### src/rtl/full_adder_reg_pkg.sv
// Shared constants and helpers for the registered ripple adder.
package full_adder_reg_pkg;

  localparam int FA_MIN_WIDTH = 1;
  localparam int FA_MAX_WIDTH = 64;

  function automatic logic fa_ovf(
    input logic c_msb,
    input logic c_out
  );
    return c_msb ^ c_out;
  endfunction

endpackage

### src/rtl/full_adder_reg_fa_bit.sv
// Pure combinational 1-bit full adder cell.
module fa_bit (
  input  logic a,
  input  logic b,
  input  logic ci,
  output logic s,
  output logic co
);

  assign s  = a ^ b ^ ci;
  assign co = (a & b) | (a & ci) | (b & ci);

endmodule

### src/rtl/full_adder_reg.sv
// Ripple-carry adder of fa_bit cells with one output register stage.
module full_adder_reg
  import full_adder_reg_pkg::*;
#(
  parameter int WIDTH = 8
) (
  input  logic             clk,
  input  logic             rst_n,
  input  logic             in_valid,
  input  logic [WIDTH-1:0] ain,
  input  logic [WIDTH-1:0] bin,
  input  logic             cin,
  output logic [WIDTH-1:0] sum,
  output logic             cout,
  output logic             ovf,
  output logic             out_valid
);

  localparam int RW = WIDTH + 1;

  logic [WIDTH:0]   c;
  logic [WIDTH-1:0] s;
  logic [RW-1:0]    res;
  logic             ovf_c;

  assign c[0] = cin;

  for (genvar i = 0; i < WIDTH; i++) begin : g_fa
    fa_bit u_fa (
      .a  (ain[i]),
      .b  (bin[i]),
      .ci (c[i]),
      .s  (s[i]),
      .co (c[i+1])
    );
  end

  assign res   = {c[WIDTH], s};
  assign ovf_c = fa_ovf(c[WIDTH-1], c[WIDTH]);

  // Result regs load only on valid so idle or X operands cannot disturb them
  always_ff @(posedge clk or negedge rst_n) begin
    if (!rst_n) begin
      sum       <= '0;
      cout      <= 1'b0;
      ovf       <= 1'b0;
      out_valid <= 1'b0;
    end else begin
      out_valid <= in_valid;
      if (in_valid) begin
        {cout, sum} <= res;
        ovf         <= ovf_c;
      end
    end
  end

endmodule

### config.mk
export PLATFORM = sky130hd
export DESIGN_NAME = full_adder_reg
export DESIGN_NICKNAME = d
export VERILOG_FILES = /design/src/rtl/full_adder_reg_pkg.sv /design/src/rtl/full_adder_reg_fa_bit.sv /design/src/rtl/full_adder_reg.sv
export SDC_FILE = /design/constraint.sdc
export NUM_CORES = 1
export LEC_CHECK = 0
export CAP_MARGIN = 0
export CORE_MARGIN = 2
export CORE_UTILIZATION = 35
export DETAILED_ROUTE_END_ITERATION = 10
export PLACE_DENSITY = 0.78
export REMOVE_ABC_BUFFERS = 1
export SLEW_MARGIN = 5
export SYNTH_ARGS = -nofsm -noshare
export SYNTH_HDL_FRONTEND = slang
export SYNTH_SLANG_ARGS = --single-unit
### constraint.sdc
create_clock -name clk -period 1.12 [get_ports clk]
set_input_delay 0.112 -clock clk [delete_from_list [all_inputs] [get_ports clk]]
set_output_delay 0.112 -clock clk [all_outputs]
set_load 0.02 [all_outputs]
### Word-level counts from Yosys, hierarchy flattened

Cells that the tools add are included.

* bitwise logic cells: 57
* div/mod/pow operators: 0
* $lt $le $gt $ge: 0
* muxes and demuxes: 0
* shift operators: 0
* equal/unequal tests: 0
* reduce and logical (&&, ||, !) cells: 0
* add/subtract/negate cells: 0
* multiply operators: 0

Operators with widths (number)
* $and 1x1->1: 24
* $xor 1x1->1: 17
* $or 1x1->1: 16

* ROM bits: 0
* bits of input ports: 20
* flip-flop bits (word level): 11
* word-level logic and storage cells: 61
* bits in latches: 0
* RAM bits: 0
* memories kept: 0

### Longest topological paths before layout

* depth after elaboration: 25
* gate-level depth with buffers: 13
* mapped depth without buffers: 13

### By module

Synthesis repeated with hierarchy kept, for this count alone.

* cells, all modules: 32
* area, all modules: 595.6 µm²

Modules (own cells, without submodules)
* full_adder_reg: area each 435.4 µm², instances 1, cells an instance 24, seq. area each 275.3 µm²
* fa_bit: area each 20.0 µm², instances 8, cells an instance 1, seq. area each 0.0 µm²

### Worst setup path before layout

No wires, ideal clock.

* path kind: input-to-reg
* start: input port ain[0]
* end: register ovf
* data required time: 0.995 ns
* arrival time: 3.232 ns
* slack: -2.237 ns
* stages on the path: 13
* library setup time: 0.125 ns
* cells stage by stage: inv_1 fa_1 inv_1 fa_1 fa_1 fa_1 fa_1 fa_1 fa_1 inv_1 fa_1 xnor2_1 mux2_4

* longest elaborated chain between the ends: 25
* elaborated cells on any way between the ends: 33
* classes of those cells: bitwise: 33

Ends and longest elaborated chain
* start: declaration: line full_adder_reg.sv:10 `input logic [WIDTH-1:0] ain,`
* $and 1x1->1: line full_adder_reg_fa_bit.sv:11 `assign co = (a & b) | (a & ci) | (b & ci);`
* $or 1x1->1 * (2 in series): line full_adder_reg_fa_bit.sv:11
* $and 1x1->1: line full_adder_reg_fa_bit.sv:11
* $or 1x1->1: line full_adder_reg_fa_bit.sv:11
* $or 1x1->1 *: line full_adder_reg_fa_bit.sv:11
* $and 1x1->1: line full_adder_reg_fa_bit.sv:11
* $or 1x1->1: line full_adder_reg_fa_bit.sv:11
* $or 1x1->1 *: line full_adder_reg_fa_bit.sv:11
* [7 not listed]
* $or 1x1->1: line full_adder_reg_fa_bit.sv:11
* $or 1x1->1 *: line full_adder_reg_fa_bit.sv:11
* $and 1x1->1: line full_adder_reg_fa_bit.sv:11
* $or 1x1->1: line full_adder_reg_fa_bit.sv:11
* $or 1x1->1 *: line full_adder_reg_fa_bit.sv:11
* $and 1x1->1: line full_adder_reg_fa_bit.sv:11
* $or 1x1->1 (2 in series): line full_adder_reg_fa_bit.sv:11
* $xor 1x1->1 *: line full_adder_reg_pkg.sv:11 `return c_msb ^ c_out;`
* end signal: assignment: line full_adder_reg.sv:52 `ovf <= ovf_c;`
* end: declaration: line full_adder_reg.sv:15 `output logic ovf,`

Mark *: on every way between the ends. The rest lies on a longest branch, timed or not.
A chain may end at the register's enable or synchronous reset.

### Worst setup path in the final report

* start: input port cin
* end: register ovf

* longest elaborated chain between the ends: 25
* elaborated cells on any way between the ends: 33
* classes of those cells: bitwise: 33

Ends and longest elaborated chain
* start: declaration: line full_adder_reg.sv:12 `input logic cin,`
* $and 1x1->1: line full_adder_reg_fa_bit.sv:11
* $or 1x1->1: line full_adder_reg_fa_bit.sv:11
* $or 1x1->1 *: line full_adder_reg_fa_bit.sv:11
* $and 1x1->1: line full_adder_reg_fa_bit.sv:11
* $or 1x1->1: line full_adder_reg_fa_bit.sv:11
* $or 1x1->1 *: line full_adder_reg_fa_bit.sv:11
* $and 1x1->1: line full_adder_reg_fa_bit.sv:11
* $or 1x1->1: line full_adder_reg_fa_bit.sv:11
* [8 not listed]
* $or 1x1->1: line full_adder_reg_fa_bit.sv:11
* $or 1x1->1 *: line full_adder_reg_fa_bit.sv:11
* $and 1x1->1: line full_adder_reg_fa_bit.sv:11
* $or 1x1->1: line full_adder_reg_fa_bit.sv:11
* $or 1x1->1 *: line full_adder_reg_fa_bit.sv:11
* $and 1x1->1: line full_adder_reg_fa_bit.sv:11
* $or 1x1->1 (2 in series): line full_adder_reg_fa_bit.sv:11
* $xor 1x1->1 *: line full_adder_reg_pkg.sv:11

Marked as above.

==> run_results.csv <==
group,metric,value,unit
routing,ant_nets,0,
finish,fillers,150,
timing,rsz0062_at_grt,"true",
synth,synthMuxAreaShare,0.1960,
timing,tns,-10290,ps
routing,via_per_inst,4.500,
power_and_ir_drop,power.density,1288,nW/um2
power_and_ir_drop,power.leakage,0.4874,nW
critical_path,end_kind,"flop",
synth,synthXorXnorAreaFrac,0.01414,
synth,yosys.cell_count.top_type,"dfrtp_1",
placed_design,place_congestion,0.6873,
critical_path,required,1260,ps
timing,max-slew-margin-rel,0.8530,
clock_tree,cts_sinks,11,
synth,synthTopCellsByArea,"dfrtp_1, fa_1, mux2_4",
global_routing,grt_pass1_vias,475,
synth,synthAdderAreaFrac,0.2586,
floorplan,start_util,0.3667,
global_routing,grt_max_degree,12,
floorplan,boundaryPins,31,
synth,synth_async_sr_flop_share,1.000,
timing,max_freq,331.7,MHz
synth,synth-simple-area-share,0.006061,
floorplan,dieArea,2122,um2
synth,synth_top_area_frac,0.4444,
finish,finalInstanceArea,1044,um2
global_routing,grt_pass1_wl,1.890,mm
routing,drc,0,
synth,synth_edf_count,0,
synth,synthTopCellsByCount,"dfrtp_1, inv_1, fa_1",
synth,synth_top_family_by_area,"adder cells",
global_routing,antenna_found_initial,0,
clock_tree,numCtsBuffers,3,
timing,min_period,3014,ps
routing,drt_wl_total,1.183,mm
placed_design,post-dp-hpwl,1.017,mm
critical_path,critPathTopFamily,"adder cells",
run_status,failed_checks,"negative setup slack",
timing,hold_violations,0,
power_and_ir_drop,ir_drop,0.4530,mV
timing,fin_skew,0,ps
timing,period_share,2.691,
run_status,status,"finished, violations left",
floorplan,rows,15,
critical_path,cp_slowest_cell,"fa_2",
synth,synth_top_area_cell,"dfrtp_1",
placed_design,io_buffers,30,
placed_design,postPlaceCellArea,974.7,um2
finish,nets,110,
routing,drtIter0Drc,2,
finish,final_cells,98,
global_routing,grt_use_total,0.1328,
timing,fin_ws,-1894,ps
timing,whs,139.4,ps
synth,yosys_warnings,0,
critical_path,crit_type,"input pin to flop",
timing,finalSetupViolCount,9,
clock_tree,clk_latency,250,ps
clock_tree,clockBufferDepth,2,
synth,synth_area,619.3,um2
clock_tree,cts-root-buf,"clkbuf_4",
synth,synthDistinctLibCells,10,
synth,netlist_instances,41,
floorplan,die_h,46.07,um
floorplan,core_area,1689,um2
finish,post_route_cells_drive_above_1_share,0.4321,
synth,synth-seq-cells,11,
routing,first_pass_iters,2,
synth,synth_ff_type,"dfrtp_1",
global_routing,grt_overflow,0,
floorplan,die_w,46.07,um
critical_path,crit_top_cell,"fa_2",
timing,worstMarginPinSlew,221.4,ps
critical_path,cp_num_buf_inv,4,
critical_path,cpPeakStageDelay,360,ps
job,maxCapViolations,0,
synth,ys_seq_area_frac,0.4444,
synth,synth_compound_area_frac,0.008081,
critical_path,cp_max_fo,2,
timing,slew_violations,0,
critical_path,worstSetupStartpointType,"input pin",
critical_path,worstReg2RegStart,"sum[1]$_DFFE_PN0P_",
synth,synth.avg_cell_area,15.11,um2
critical_path,worstPathArrival,3160,ps
critical_path,path_cells,"buf_6, inv_4, fa_2, inv_2, fa_2, fa_2, fa_2, fa_2, fa_2, fa_2, inv_2, fa_2, xnor2_2, mux2_4",
clock_tree,htree_levels,1,
routing,wl_per_cell,12.07,um
finish,syn2layout_area_growth,68.48,%
critical_path,startpoint,"cin",
clock_tree,cts_tree,"built",
clock_tree,clkSlewWorstSetupHoldPaths,70,ps
hold_path,hp-class,"input pin to async pin",
routing,via_count,441,
critical_path,r2r_setup_slack,360,ps
finish,diodes,0,
placed_design,placedCellCount,93,
==> where the power goes <==
part           total [W]  switching, W  internal [W]
sequential      0.000520     0.0000404      0.000480
combinational   0.000566      0.000255      0.000311
clock           0.000257      0.000120      0.000137
total            0.00134      0.000416      0.000928
==> per-stage QoR <==
| step | total power [W] | setup WS (ps) | util |
|---|---|---|---|
| finish | 0.001344 | -1894 | 0.6178 |
| global route | 0.001444 | -1957 | 0.6178 |
| CTS | 0.001356 | -2087 | 0.6111 |
| detailed placement | 0.001118 | -2843 | 0.5770 |
| global placement | 0.001103 | -2737 | 0.5770 |
| floorplan | 0.0007992 | -2237 | - |
==> state kept, by name, summed over array words and instances (netlist names) <==
| signal | flops |
|---|---|
| cout | 1 |
| out_valid | 1 |
| sum | 8 |
| ovf | 1 |
==> placed cells by master, fill, tap and decap left out <==
| cell | n |
|---|---|
| mux2_2 | 1 |
| inv_1 | 4 |
| nor2_1 | 1 |
| inv_2 | 2 |
| mux2_4 | 6 |
| xnor2_2 | 1 |
| inv_4 | 3 |
| dlygate4sd2_1 | 9 |
| clkdlybuf4s15_1 | 4 |
| clkdlybuf4s50_1 | 14 |
| mux2i_1 | 2 |
| dfrtp_1 | 11 |
| a21oi_2 | 1 |
| buf_6 | 4 |
| fa_2 | 8 |
| clkbuf_1 | 1 |
| buf_4 | 6 |
| clkbuf_4 | 3 |
==> path summary, 6_finish.rpt <==
kind | end | depth (start not counted)
worst max-delay path | ovf$_DFFE_PN0P_ | 14
worst min-delay path | sum[3]$_DFFE_PN0P_ | 2
worst max register to register | sum[1]$_DFFE_PN0P_ | 1
worst min register to register | sum[5]$_DFFE_PN0P_ | 1
max in group asynchronous | sum[0]$_DFFE_PN0P_ | 2
min in group clk | sum[0]$_DFFE_PN0P_ | 4
==> logic make-up after synthesis <==
| family | count (synthesis) |
|---|---|
| and+or+nand+nor | 1 |
| buffers and inverters | 10 |
| muxes | 9 |
| DFF | 11 |
| adders and majority gates | 8 |
| AOI/OAI and AO/OA | 1 |
| xor gates and xnor gates | 1 |
==> cell type report <==
cell class,instances,area [um2],area share
Clock buffer,4,26.28,0.02518
Inverter,9,41.29,0.03957
Multi-Input combinational cell,20,330.3,0.3165
Sequential cell,11,275.3,0.2638
Tap cell,17,21.27,0.02038
Timing Repair Buffer,37,349.1,0.3345
==> per-layer routing <==
layer,part of all wire,up-vias,GRT usage
met1,0.39,209,0.1443
met3,0.12,2,0.04314
met2,0.48,26,0.2194
met5,0,-,0
met4,0.0068,0,0.08571
li1,-,204,-
==> repair_timing <==
action,in CTS,in global routing
hold buffers,0,0
gates resized for setup,43,6
endpoints found under the setup margin,20,13
pin swaps,10,8
cloned,0,0
setup buffers,1,1
Note: power is estimated with default switching activity, not from simulation.
